[src/rtl/inverse_moving_average_8_tap.sv]
// Inverts an 8-tap moving average: x[n] = 8*(y[n] - y[n-1]) + x[n-8], with valid/ready handshake.
// Optional macro INV_MAVG_SATURATE_EN clamps out-of-range results instead of wrapping them.
module inverse_moving_average_8_tap #(
    parameter int DW = 16
) (
    input  logic                 clk,
    input  logic                 reset,
    input  logic                 clr,
    input  logic                 in_valid,
    output logic                 in_ready,
    input  logic signed [DW-1:0] in_data,
    output logic                 out_valid,
    input  logic                 out_ready,
    output logic signed [DW-1:0] out_data,
    output logic                 out_primed,
    output logic                 ovf
);

    logic signed [DW-1:0] y_prev;
    logic signed [DW-1:0] x_dly [8];
    logic [3:0]           prime_cnt;

    logic                 accept;
    logic signed [DW:0]   diff;
    logic signed [DW+3:0] scaled;
    logic signed [DW+4:0] sum;
    logic                 out_of_range;
    logic signed [DW-1:0] reduced;

    assign in_ready = (!out_valid || out_ready) && !clr && !reset;
    assign accept   = in_valid && in_ready;

    always_comb begin
        diff   = $signed({in_data[DW-1], in_data}) - $signed({y_prev[DW-1], y_prev});
        scaled = $signed({diff, 3'b000});
        sum    = $signed({scaled[DW+3], scaled}) + $signed({{5{x_dly[7][DW-1]}}, x_dly[7]});
        // In range only when every bit above the DW-bit sign position matches it.
        out_of_range = !((&sum[DW+4:DW-1]) || !(|sum[DW+4:DW-1]));
`ifdef INV_MAVG_SATURATE_EN
        if (out_of_range)
            reduced = sum[DW+4] ? $signed({1'b1, {(DW-1){1'b0}}}) : $signed({1'b0, {(DW-1){1'b1}}});
        else
            reduced = sum[DW-1:0];
`else
        reduced = sum[DW-1:0];
`endif
    end

    always_ff @(posedge clk) begin
        if (reset || clr) begin
            y_prev    <= '0;
            prime_cnt <= '0;
            ovf       <= 1'b0;
            out_valid <= 1'b0;
            for (int unsigned i = 0; i < 8; i++)
                x_dly[i] <= '0;
            if (reset)
                out_data <= '0;
        end else if (accept) begin
            y_prev    <= in_data;
            x_dly[0]  <= reduced;
            for (int unsigned i = 1; i < 8; i++)
                x_dly[i] <= x_dly[i-1];
            out_data  <= reduced;
            out_valid <= 1'b1;
            if (out_of_range)
                ovf <= 1'b1;
            if (prime_cnt != 4'd8)
                prime_cnt <= prime_cnt + 4'd1;
        end else if (out_valid && out_ready) begin
            out_valid <= 1'b0;
        end
    end

    assign out_primed = (prime_cnt == 4'd8);

endmodule

[config.mk]
export PLATFORM = sky130hd
export DESIGN_NAME = inverse_moving_average_8_tap
export DESIGN_NICKNAME = d
export VERILOG_FILES = /design/src/rtl/inverse_moving_average_8_tap.sv
export SDC_FILE = /design/constraint.sdc
export NUM_CORES = 1
export LEC_CHECK = 0
export CORE_ASPECT_RATIO = 0.75
export CORE_UTILIZATION = 59
export CTS_CLUSTER_SIZE = 14
export DETAILED_ROUTE_END_ITERATION = 12
export PLACE_DENSITY_LB_ADDON = 0.1
export SLEW_MARGIN = 30
export SYNTH_ARGS = -nofsm -noshare
export SYNTH_HDL_FRONTEND = slang
export SYNTH_SLANG_ARGS = --single-unit
[constraint.sdc]
create_clock -name clk -period 6.2 [get_ports clk]
set_input_delay 1.24 -clock clk [delete_from_list [all_inputs] [get_ports clk]]
set_output_delay 1.24 -clock clk [all_outputs]
set_load 0.01 [all_outputs]
==> impl_metrics.json <==
{
  "status": "finished, final reports clean",
  "die_area_sq_mm": 0.0134,
  "die_w_microns": 133,
  "clock_path_buffers": 2,
  "worstMarginPinSlew_ps": 755,
  "worstPathArrival_ps": 5610,
  "vias_per_cell": 5.75,
  "postCtsSetupBuffers": 0,
  "routed_wl_mm": 14.8,
  "io_pins": 41,
  "numCtsBuffers": 17,
  "switchingPower_uw": 765,
  "final_cell_mix": "144 x edfxtp_1, 89 x and3_1, 46 x nor2_1, 41 x and2_1, 39 x clkdlybuf4s50_1",
  "grt_max_degree": 89,
  "ir_worst_vdd_v": 0.000236,
  "drt_iter0_markers": 364,
  "ys_seq_area_share_pct": 62.5,
  "use_met2_pct": 35.3,
  "grt_pass1_wl_mm": 23.4,
  "area_delta_synth_final_pct": 16.1,
  "finalMaxSlewViolations": 0,
  "synth_nets": 676,
  "drcViolationCount": 0,
  "power_mw": 2.82,
  "syn_avg_cell_area_sq_um": 12.3,
  "finalCritPeriodShare_pct": 85.4,
  "critPathMostFrequentCell": "ha_1",
  "leakage_nw": 3.75,
  "finalSetupViolations": 0,
  "rsz0062_at_grt": "false",
  "cp_data_required_time_ps": 6510,
  "setup_tns_ps": 0,
  "worst_hold_slack_ps": 471,
  "synth_top_area_share_pct": 56.7,
  "skew_ps": 15.6,
  "max_freq_ghz": 0.189,
  "port_buffers": 40,
  "multi_input_area_sq_mm": 0.00265,
  "ys_warn_count": 0,
  "critPathCaptureType": "flip-flop",
  "grtUsageMet1_pct": 33.0,
  "yosysTopAreaCell": "edfxtp_1",
  "ctsHoldBuffers": 0,
  "place_hpwl_mm": 9.48,
  "synthTopCellsByArea": "edfxtp_1 57%, and3_1 7.3%, dfxtp_1 5.8%",
  "crit_slowest_cell": "clkdlybuf4s50_1",
  "synth_cell_types": 54,
  "hold_viol_final": 0,
  "cts_resized": 0,
  "cp_max_fo": 5,
  "combinationalPowerShare_pct": 14.7,
  "critPathKind": "in2reg",
  "drtAntennaViolNets": 0,
  "cap_violations": 0,
  "path_cells": "clkdlybuf4s50_1 > inv_1 > ha_1 > fa_1 > nor2b_1 > o21a_1 > o21ai_1 > a21oi_1 > o2111ai_1 > a31oi_1 > or4b_1 > nand3_1 > ha_1 > and2_1 > a22o_1 > a311oi_2 > xor2_1 > nor4_1 > a41o_1 > nor2_1",
  "htreeDepth": 4,
  "drive_gt1_share_pct": 8.07,
  "gp_congestion": 0.836,
  "cts_tree": "built",
  "nNetsFinal": 714,
  "power_frac_clock_pct": 39.1,
  "nFillCells": 876,
  "grt.busiest_layer": "met2",
  "grt_pass1_vias": 4585,
  "critPathLaunchType": "primary input",
  "final_common_cell": "edfxtp_1",
  "critPathTopFamily": "compound AO/OA/AOI/OAI gates",
  "slew_headroom_pct": 49.2,
  "p_per_area_mw_per_mm2": 319,
  "syn_area_sq_mm": 0.00762,
  "netlist_instances": 618,
  "clockRootBuffer": "clkbuf_16",
  "min_path_type": "reg2reg",
  "die_h_microns": 100,
  "antennaDiodeCount": 0,
  "insertion_delay_ps": 420,
  "register_area_sq_mm": 0.00476,
  "numClockSinks": 166,
  "rows": 35,
  "r2r_cells": 18,
  "track_usage_pct": 23.5,
  "antenna_found_initial": 0,
  "drtPass1Iterations": 5,
  "max_stage_delay_ps": 450,
  "synth-seq-cells": 166,
  "core-area_sq_mm": 0.0124,
  "yosys_most_used_dff": "edfxtp_1",
  "clk_pin_slew_ps": 70,
  "path_depth": 20,
  "power.share.switching_pct": 27.1,
  "met3_usage_pct": 6.67,
  "vias": 4803,
  "wl_per_cell_microns": 17.7,
  "grt_overflow_total": 0,
  "p_int_mw": 2.06,
  "min_path_cells": 2,
  "initial_core_util_pct": 61.3,
  "finish.utilization_pct": 71.1,
  "async_flop_share_pct": 0,
  "synth_edf_count": 144,
  "seq_power_share_pct": 46.2,
  "cp_num_buf_inv": 2,
  "fin_crit_ps": 5290
}
## metal layers
layer,part of all wire (%),vias up
met5,0,-
met2,46,115
met4,1.2,0
li1,-,2323
met1,47,2349
met3,5.4,16
## state kept, by name, summed over array words and instances (netlist names)
| name | cells |
|---|---|
| x_dly | 128 |
| out_data | 16 |
| y_prev | 16 |
| prime_cnt | 4 |
| out_valid | 1 |
| ovf | 1 |
## cell usage after synthesis, drive strengths merged (3+ instances only)
library cell	count
a21o	5
a21oi	23
a31oi	4
and2	41
and3	89
clkbuf	26
dfxtp	22
edfxtp	144
ha	35
inv	29
nand2	29
nand2b	4
nand3	4
nor2	47
nor2b	10
nor3	8
o21a	4
o21ai	32
or2	3
xnor2	16
xor2	10
## metrics by stage
stage               instance area [sq um]  setup WS [ps]  std cells
global placement                     8210            770        803
floorplan                            7620           1420        618
global route                         8850            627        835
detailed placement                   8210            548        803
CTS                                  8850            978        835
finish                               8850            908        835
## path summary, 6_finish.rpt
check | start | endpoint | slack (ps)
setup / recovery | in_data[0] | ovf | 910
hold / removal | y_prev[10] | y_prev[10] | 470
setup reg to reg | y_prev[2] | ovf | 1930
hold reg to reg | y_prev[10] | y_prev[10] | 470
## tightest hold or removal path: cells and delay by family (launching register included)
family                 cells  cell delay [ps]
buffers and inverters      1               60
flip-flops                 1              300
AO/OA/AOI/OAI              1               60
## logic make-up (layout without fill, tap and decap cells)
family	count (synthesis)	count (layout)	synth area share, %
flip-flops	166	166	62.5
AND/OR/NAND/NOR	243	243	17.5
adder cells (fa/ha/maj)	37	37	6.27
XOR/XNOR	26	26	2.99
buffers and inverters	57	108	2.84
multiplexers	1	1	0.131
AO/OA/AOI/OAI	88	88	7.73
## cell type report
class / instances / area share [%]
flip-flops and latches: 166 / 53.9
inverters: 29 / 1.26
multi-input cells: 395 / 30.0
clock inverters: 12 / 1.58
well taps: 166 / 2.35
repair buffers: 47 / 5.35
clock buffers: 20 / 5.66
## power groups by stage
stage / logic, mW / clock network [mW] / registers, mW
floorplan: 0.264 / 0 / 1.33
global placement: 0.388 / 0 / 1.33
detailed placement: 0.405 / 0 / 1.33
CTS: 0.411 / 1.12 / 1.31
global route: 0.448 / 1.16 / 1.31
finish: 0.415 / 1.10 / 1.31
Note: power is estimated with default switching activity, not from simulation.
